`config.mk`:
```
export PLATFORM = sky130hd
export DESIGN_NAME = bin_timekeeper_flat
export DESIGN_NICKNAME = d
export VERILOG_FILES = /design/src/rtl/bin_timekeeper_if.sv /design/src/rtl/bin_timekeeper.sv /design/src/flat_wrapper.sv
export SDC_FILE = /design/constraint.sdc
export NUM_CORES = 1
export LEC_CHECK = 0
export ABC_AREA = 1
export BUFFER_PORTS_ARGS = -buffer_cell sky130_fd_sc_hd__buf_2
export CORE_UTILIZATION = 35
export CTS_BUF_LIST = sky130_fd_sc_hd__clkbuf_4
export CTS_CLUSTER_DIAMETER = 80
export DETAILED_ROUTE_END_ITERATION = 10
export GPL_ROUTABILITY_DRIVEN = 0
export SYNTH_ARGS = -nofsm -noshare
export SYNTH_HDL_FRONTEND = slang
export SYNTH_SLANG_ARGS = --single-unit
```
`constraint.sdc`:
```
create_clock -name clk -period 1.7 [get_ports clk]
set_input_delay 0.085 -clock clk [delete_from_list [all_inputs] [get_ports clk]]
set_output_delay 0.085 -clock clk [all_outputs]
set_load 0.01 [all_outputs]
```
`src/rtl/bin_timekeeper_if.sv`:
```
// bin_timekeeper_if: control/status bundle between a controller (master) and the timekeeper core (slave).
interface bin_timekeeper_if;
    logic       pps;
    logic       load;
    logic [4:0] hours_init;
    logic [1:0] set_sel;
    logic       set_inc;
    logic [4:0] alarm_hours;
    logic [5:0] alarm_minutes;
    logic       alarm_arm;
    logic       alarm_clr;
    logic [4:0] hours;
    logic [5:0] minutes;
    logic [5:0] seconds;
    logic       sec_tick;
    logic       min_tick;
    logic       hour_tick;
    logic       day_tick;
    logic       pps_locked;
    logic       alarm;

    modport master (
        output pps, load, hours_init, set_sel, set_inc,
               alarm_hours, alarm_minutes, alarm_arm, alarm_clr,
        input  hours, minutes, seconds, sec_tick, min_tick, hour_tick, day_tick,
               pps_locked, alarm
    );

    modport slave (
        input  pps, load, hours_init, set_sel, set_inc,
               alarm_hours, alarm_minutes, alarm_arm, alarm_clr,
        output hours, minutes, seconds, sec_tick, min_tick, hour_tick, day_tick,
               pps_locked, alarm
    );
endinterface

```
`src/rtl/bin_timekeeper.sv`:
```
// bin_timekeeper: time-of-day core with PPS lock, watchdog fallback to an internal prescaler and manual set.
// Alarm logic is built only when BIN_TIMEKEEPER_ALARM_EN is defined.
module bin_timekeeper #(
    parameter int CLK_DIV   = 200,
    parameter int HOURS_MOD = 24
) (
    input  logic            clk,
    input  logic            rst_n,
    bin_timekeeper_if.slave tk
);
    localparam int PW = $clog2(CLK_DIV);
    localparam int WW = $clog2(2 * CLK_DIV);
    localparam logic [PW-1:0] P_LAST = PW'(CLK_DIV - 1);
    localparam logic [WW-1:0] W_DROP = WW'(2 * CLK_DIV - 2);
    localparam logic [4:0]    H_LAST = 5'(HOURS_MOD - 1);

    logic          r_sync1, r_sync2, r_hist, r_inc_s, r_inc_d, r_locked;
    logic [PW-1:0] r_presc;
    logic [WW-1:0] r_wd;
    logic [4:0]    r_hours;
    logic [5:0]    r_minutes, r_seconds;
    logic          r_sec_tick, r_min_tick, r_hour_tick, r_day_tick;
    logic          w_pps_edge, w_inc_edge, w_set, w_inc_go, w_strobe;
    logic          w_s_wrap, w_m_wrap, w_h_wrap, w_adv_s, w_adv_m, w_adv_h;
    logic [4:0]    w_h_init;

    assign w_pps_edge = r_sync2 & ~r_hist;
    assign w_inc_edge = r_inc_s & ~r_inc_d;
    assign w_set      = tk.set_sel != 2'b00;
    assign w_inc_go   = ~tk.load & w_set & w_inc_edge;
    // the prescaler keeps running while locked so a lost PPS falls back in phase with the last edge
    assign w_strobe   = ~tk.load & ~w_set & (r_locked ? w_pps_edge : (r_presc == P_LAST));
    assign w_s_wrap   = r_seconds == 6'd59;
    assign w_m_wrap   = r_minutes == 6'd59;
    assign w_h_wrap   = r_hours == H_LAST;
    assign w_adv_s    = w_strobe | (w_inc_go & (tk.set_sel == 2'b11));
    assign w_adv_m    = (w_strobe & w_s_wrap) | (w_inc_go & (tk.set_sel == 2'b10));
    assign w_adv_h    = (w_strobe & w_s_wrap & w_m_wrap) | (w_inc_go & (tk.set_sel == 2'b01));
    assign w_h_init   = (int'(tk.hours_init) >= HOURS_MOD) ? 5'd0 : tk.hours_init;

    always_ff @(posedge clk or negedge rst_n) begin
        if (!rst_n) begin
            {r_sync1, r_sync2, r_hist, r_inc_s, r_inc_d, r_locked} <= '0;
            r_presc     <= '0;
            r_wd        <= '0;
            r_hours     <= '0;
            r_minutes   <= '0;
            r_seconds   <= '0;
            {r_sec_tick, r_min_tick, r_hour_tick, r_day_tick} <= '0;
        end else begin
            r_sync1     <= tk.pps;
            r_sync2     <= r_sync1;
            r_hist      <= r_sync2;
            r_inc_s     <= tk.set_inc;
            r_inc_d     <= r_inc_s;
            r_presc     <= (tk.load | w_set | w_pps_edge | (r_presc == P_LAST)) ? '0 : r_presc + PW'(1);
            r_wd        <= w_pps_edge ? '0 : r_locked ? r_wd + WW'(1) : r_wd;
            r_locked    <= w_pps_edge | (r_locked & (r_wd != W_DROP));
            r_seconds   <= tk.load ? '0 : w_adv_s ? (w_s_wrap ? '0 : r_seconds + 6'd1) : r_seconds;
            r_minutes   <= tk.load ? '0 : w_adv_m ? (w_m_wrap ? '0 : r_minutes + 6'd1) : r_minutes;
            r_hours     <= tk.load ? w_h_init : w_adv_h ? (w_h_wrap ? '0 : r_hours + 5'd1) : r_hours;
            r_sec_tick  <= w_strobe;
            r_min_tick  <= w_strobe & w_s_wrap;
            r_hour_tick <= w_strobe & w_s_wrap & w_m_wrap;
            r_day_tick  <= w_strobe & w_s_wrap & w_m_wrap & w_h_wrap;
        end
    end

    assign tk.hours      = r_hours;
    assign tk.minutes    = r_minutes;
    assign tk.seconds    = r_seconds;
    assign tk.sec_tick   = r_sec_tick;
    assign tk.min_tick   = r_min_tick;
    assign tk.hour_tick  = r_hour_tick;
    assign tk.day_tick   = r_day_tick;
    assign tk.pps_locked = r_locked;

`ifdef BIN_TIMEKEEPER_ALARM_EN
    logic r_alarm;

    // matches against the freshly rolled time visible during the min_tick cycle
    always_ff @(posedge clk or negedge rst_n) begin
        if (!rst_n) r_alarm <= 1'b0;
        else r_alarm <= (tk.alarm_clr | ~tk.alarm_arm) ? 1'b0 :
            r_alarm | (r_min_tick & (r_hours == tk.alarm_hours) & (r_minutes == tk.alarm_minutes));
    end

    assign tk.alarm = r_alarm;
`else
    logic w_unused;

    assign w_unused = ^{tk.alarm_hours, tk.alarm_minutes, tk.alarm_arm, tk.alarm_clr};
    assign tk.alarm = 1'b0;
`endif
endmodule

```
`src/flat_wrapper.sv`:
```
// flat-port wrapper written by rule: the top's interface ports become plain ports
module bin_timekeeper_flat 
#(
    parameter int CLK_DIV   = 200,
    parameter int HOURS_MOD = 24
)
  (clk, rst_n, tk_pps, tk_load, tk_hours_init, tk_set_sel, tk_set_inc, tk_alarm_hours, tk_alarm_minutes, tk_alarm_arm, tk_alarm_clr, tk_hours, tk_minutes, tk_seconds, tk_sec_tick, tk_min_tick, tk_hour_tick, tk_day_tick, tk_pps_locked, tk_alarm);
  bin_timekeeper_if tk_i ();
  input  logic clk;
  input  logic rst_n;
  input wire logic [$bits(tk_i.pps)-1:0] tk_pps;
  input wire logic [$bits(tk_i.load)-1:0] tk_load;
  input wire logic [$bits(tk_i.hours_init)-1:0] tk_hours_init;
  input wire logic [$bits(tk_i.set_sel)-1:0] tk_set_sel;
  input wire logic [$bits(tk_i.set_inc)-1:0] tk_set_inc;
  input wire logic [$bits(tk_i.alarm_hours)-1:0] tk_alarm_hours;
  input wire logic [$bits(tk_i.alarm_minutes)-1:0] tk_alarm_minutes;
  input wire logic [$bits(tk_i.alarm_arm)-1:0] tk_alarm_arm;
  input wire logic [$bits(tk_i.alarm_clr)-1:0] tk_alarm_clr;
  output wire logic [$bits(tk_i.hours)-1:0] tk_hours;
  output wire logic [$bits(tk_i.minutes)-1:0] tk_minutes;
  output wire logic [$bits(tk_i.seconds)-1:0] tk_seconds;
  output wire logic [$bits(tk_i.sec_tick)-1:0] tk_sec_tick;
  output wire logic [$bits(tk_i.min_tick)-1:0] tk_min_tick;
  output wire logic [$bits(tk_i.hour_tick)-1:0] tk_hour_tick;
  output wire logic [$bits(tk_i.day_tick)-1:0] tk_day_tick;
  output wire logic [$bits(tk_i.pps_locked)-1:0] tk_pps_locked;
  output wire logic [$bits(tk_i.alarm)-1:0] tk_alarm;
  assign tk_i.pps = tk_pps;
  assign tk_i.load = tk_load;
  assign tk_i.hours_init = tk_hours_init;
  assign tk_i.set_sel = tk_set_sel;
  assign tk_i.set_inc = tk_set_inc;
  assign tk_i.alarm_hours = tk_alarm_hours;
  assign tk_i.alarm_minutes = tk_alarm_minutes;
  assign tk_i.alarm_arm = tk_alarm_arm;
  assign tk_i.alarm_clr = tk_alarm_clr;
  assign tk_hours = tk_i.hours;
  assign tk_minutes = tk_i.minutes;
  assign tk_seconds = tk_i.seconds;
  assign tk_sec_tick = tk_i.sec_tick;
  assign tk_min_tick = tk_i.min_tick;
  assign tk_hour_tick = tk_i.hour_tick;
  assign tk_day_tick = tk_i.day_tick;
  assign tk_pps_locked = tk_i.pps_locked;
  assign tk_alarm = tk_i.alarm;
  bin_timekeeper #(.CLK_DIV(CLK_DIV), .HOURS_MOD(HOURS_MOD)) u_core (.clk(clk), .rst_n(rst_n), .tk(tk_i));
endmodule
```
==> run_results.csv <==
group,metric,value,unit
routing,drt_iter0_markers,73,
clock_network,cts_tree,"yes",
placement,dpl_cell_area,2610,sq um
clock_network,clkTransAtPathRegs,0.11,ns
setup_path,crit_type,"reg -> reg",
global_routing,grt_pass1_wl,8.01,mm
floorplan,die_h,83.3,um
clock_network,postCtsSetupRepairBufs,0,
job,maxCapViolCount,0,
floorplan,fp-row-count,29,
run_status,status,"complete, no violations",
setup_path,worstSetupEndpointType,"flip-flop",
setup_path,slowest_stage,"dfrtp_1",
power,vdd.ir_drop.worst,0.436,mV
sta,setup_viol,0,
routing,routedWlPerCell,11.2,um
sta,finalMaxSlewViolations,0,
setup_path,cpMostUsedCell,"nand2_1",
clock_network,cts.sinks,44,
synthesis,ys_top_cells_by_area,"dfrtp_1 48%, nand2_1 8.8%, nand3_1 7.8%, inv_1 5.3%, nor2_1 5.2%",
routing,via_per_inst,4.83,
synthesis,netlist_instances,274,
sta,maxSlewHeadroom,64.9,%
power,leakage,1.38,nW
global_routing,grt_pass1_vias,1798,
sta,worst_pin_slew,0.526,ns
setup_path,cp-start-kind,"flip-flop",
synthesis,ys_seq_area_share,47.5,%
layout,layout.nets,350,
hold_path,hp-class,"in -> reg",
layout,syn_to_final_growth,16.4,%
synthesis,synth_top_area_share,47.5,%
routing,dr.pass1.iters,4,
floorplan,pin_count,48,
floorplan,fp.dieW,83.3,um
routing,ant_nets,0,
sta,skew,0.0125,ns
sta,min_period_over_period,88.9,%
routing,remaining_drc_errors,0,
global_routing,grt_max_degree,24,
synthesis,yosysTopAreaCell,"dfrtp_1",
clock_network,postCtsHoldBufs,3,
clock_network,htree_levels,2,
placement,place_hpwl,3.37,mm
global_routing,grt_antenna_before_repair,0,
placement,portBuffers,33,
setup_path,crit_fanout,8,
setup_path,r2r_slack,0.19,ns
clock_network,clock_path_buffers,2,
setup_path,path_depth,7,
setup_path,worst_r2r_path_depth,7,
clock_network,cts_buffers,5,
synthesis,yosysWarnings,0,
clock_network,clock_latency,0.35,ns
sta,rsz0062_at_grt,"false",
layout,final_util,42.2,%
setup_path,crit_required,1.99,ns
sta,hold_viol,0,
layout,diodes,0,
setup_path,cpPeakStageDelay,0.42,ns
clock_network,root_buffer,"clkbuf_4",
routing,wirelength,4.47,mm
layout,fin_area,2700,sq um
hold_path,min_path_cells,5,
floorplan,die-area,6950,sq um
synthesis,synthDistinctLibCells,30,
layout,fin_cells,397,
sta,fin_tns_setup,0,ns
setup_path,crit_family,"simple AND/OR/NAND/NOR gates",
setup_path,worstPathCellList,"ha_1, nand3_1, nor2_1, nand4_4, nand2_2, nand2_1, nand2_1",
synthesis,synth_nets,305,
global_routing,grt_overflow,0,
clock_network,cts-resized-gates,0,
power,p_per_area,778,nW/um^2
synthesis,netlist_area,2320,sq um
synthesis,syn_area_per_cell,8.45,sq um
floorplan,core,6390,sq um
sta,max_freq,662,MHz
routing,vias,1919,
setup_path,critPathBufInv,0,
setup_path,arrival,1.80,ns
power,finalPower,0.00210,W
sta,finalCriticalPeriod,1.51,ns
floorplan,floorplan.initialDensity,36.3,%
global_routing,grt_use_total,14.2,%
layout,drive_gt1_share,18.8,%
synthesis,ys_ff_latch,44,
placement,place_inst,386,
==> cells in the final DEF, fill, tap and decap left out, types with 2 or more instances in the layout <==
master and instances:
nand2_2 3, nand3_1 36, inv_2 3, nor2_1 32, nor2_8 2, ha_1 6
dlygate4sd3_1 3, buf_4 3, nor3_1 5, nand2_1 54, o31ai_1 2, o21bai_1 2
nand4_1 3, o21ai_0 8, xnor2_1 2, xor2_1 5, inv_1 33, dfrtp_1 44
buf_2 33, nand2_4 4, a31oi_1 4, nand3_4 2, nor3b_1 6, clkbuf_4 7
a21oi_1 5, o21ai_1 5
==> metrics by stage <==
step	setup slack, ns	hold slack, ns
6_report	0.188	0.0573
5_1_grt	0.0600	0.0542
4_1_cts	0.167	0.0400
3_5_place_dp	0.202	0.107
3_3_place_gp	0.214	0.0992
2_1_floorplan	0.346	-0.211
==> path summary, 6_finish.rpt <==
path	end	startpoint
min in group asynchronous	u_core.r_wd[0]	rst_n
setup / recovery	u_core.tk.hours[0]	u_core.tk.minutes[1]
setup reg to reg	u_core.tk.hours[0]	u_core.tk.minutes[1]
max in group asynchronous	u_core.tk.seconds[5]	rst_n
hold reg to reg	u_core.r_sync2	u_core.r_sync1
hold / removal	u_core.tk.hours[1]	tk_hours_init[1]
==> power breakdown <==
part | internal [W] | switching (W) | leakage (nW)
sequential | 0.00113 | 0.0000934 | 0.582
clock | 0.000191 | 0.000319 | 0.0338
combinational | 0.000152 | 0.000210 | 0.764
total | 0.00147 | 0.000622 | 1.38
==> area by class of cell <==
cell class	count	area, sq um
sequential	44	1100
tap	77	96.3
timing repair buffer	40	238
fill	659	3690
clock buffer	7	52.6
clock inverter	1	3.75
inverter	36	135
multi-input combinational	192	1070
==> worst reg2reg max path: stages, from the launching register on <==
cell and delay, ns:
dfrtp_1 0.42, ha_1 0.21, nand3_1 0.10, nor2_1 0.24, nand4_4 0.21, nand2_2 0.16
nand2_1 0.06, nand2_1 0.06
==> routing by layer <==
metal / GRT usage, % / routed length, um / vias up
li1: - / - / 991
met1: 18.5 / 2150 / 891
met2: 23.2 / 2100 / 30
met3: 3.18 / 159 / 7
met4: 4.70 / 60 / 0
met5: 0 / 0 / -
==> logic make-up after synthesis <==
family                     after synthesis  share of synthesized area [%]
and+or+nand+nor                        150                           33.2
DFF                                     44                           47.5
buffers and inverters                   38                           6.32
AOI/OAI and AO/OA                       28                           6.86
xor gates and xnor gates                 7                           2.65
adders and majority gates                6                           3.24
other                                    1                          0.162
==> sequential cells by signal, indices dropped and copies added (netlist names) <==
| name | cells |
|---|---|
| u_core.tk.min_tick | 1 |
| u_core.r_wd | 9 |
| u_core.r_inc_d | 1 |
| u_core.r_hist | 1 |
| u_core.tk.day_tick | 1 |
| u_core.r_inc_s | 1 |
| u_core.r_sync1 | 1 |
| u_core.tk.pps_locked | 1 |
| u_core.tk.hour_tick | 1 |
| u_core.tk.seconds | 6 |
| u_core.r_sync2 | 1 |
| u_core.tk.hours | 5 |
| u_core.tk.sec_tick | 1 |
| u_core.r_presc | 8 |
| u_core.tk.minutes | 6 |
==> cells in the mapped netlist <==
| master | instances |
|---|---|
| nand2_1 | 54 |
| dfrtp_1 | 44 |
| nand3_1 | 36 |
| inv_1 | 33 |
| nor2_1 | 32 |
| o21ai_0 | 8 |
| ha_1 | 6 |
| nor3b_1 | 6 |
| a21oi_1 | 5 |
| nor3_1 | 5 |
| o21ai_1 | 5 |
| xor2_1 | 5 |
| a31oi_1 | 4 |
| nand2_4 | 4 |
| inv_2 | 3 |
| nand2_2 | 3 |
| nand4_1 | 3 |
| nand3_4 | 2 |
| nor2_8 | 2 |
| o21bai_1 | 2 |
| o31ai_1 | 2 |
| xnor2_1 | 2 |
| and3_1 | 1 |
| buf_4 | 1 |
| clkbuf_1 | 1 |
| conb_1 | 1 |
| nand4_4 | 1 |
| nor2_4 | 1 |
| o211ai_1 | 1 |
| o22ai_1 | 1 |
Note: power is estimated with default switching activity, not from simulation.
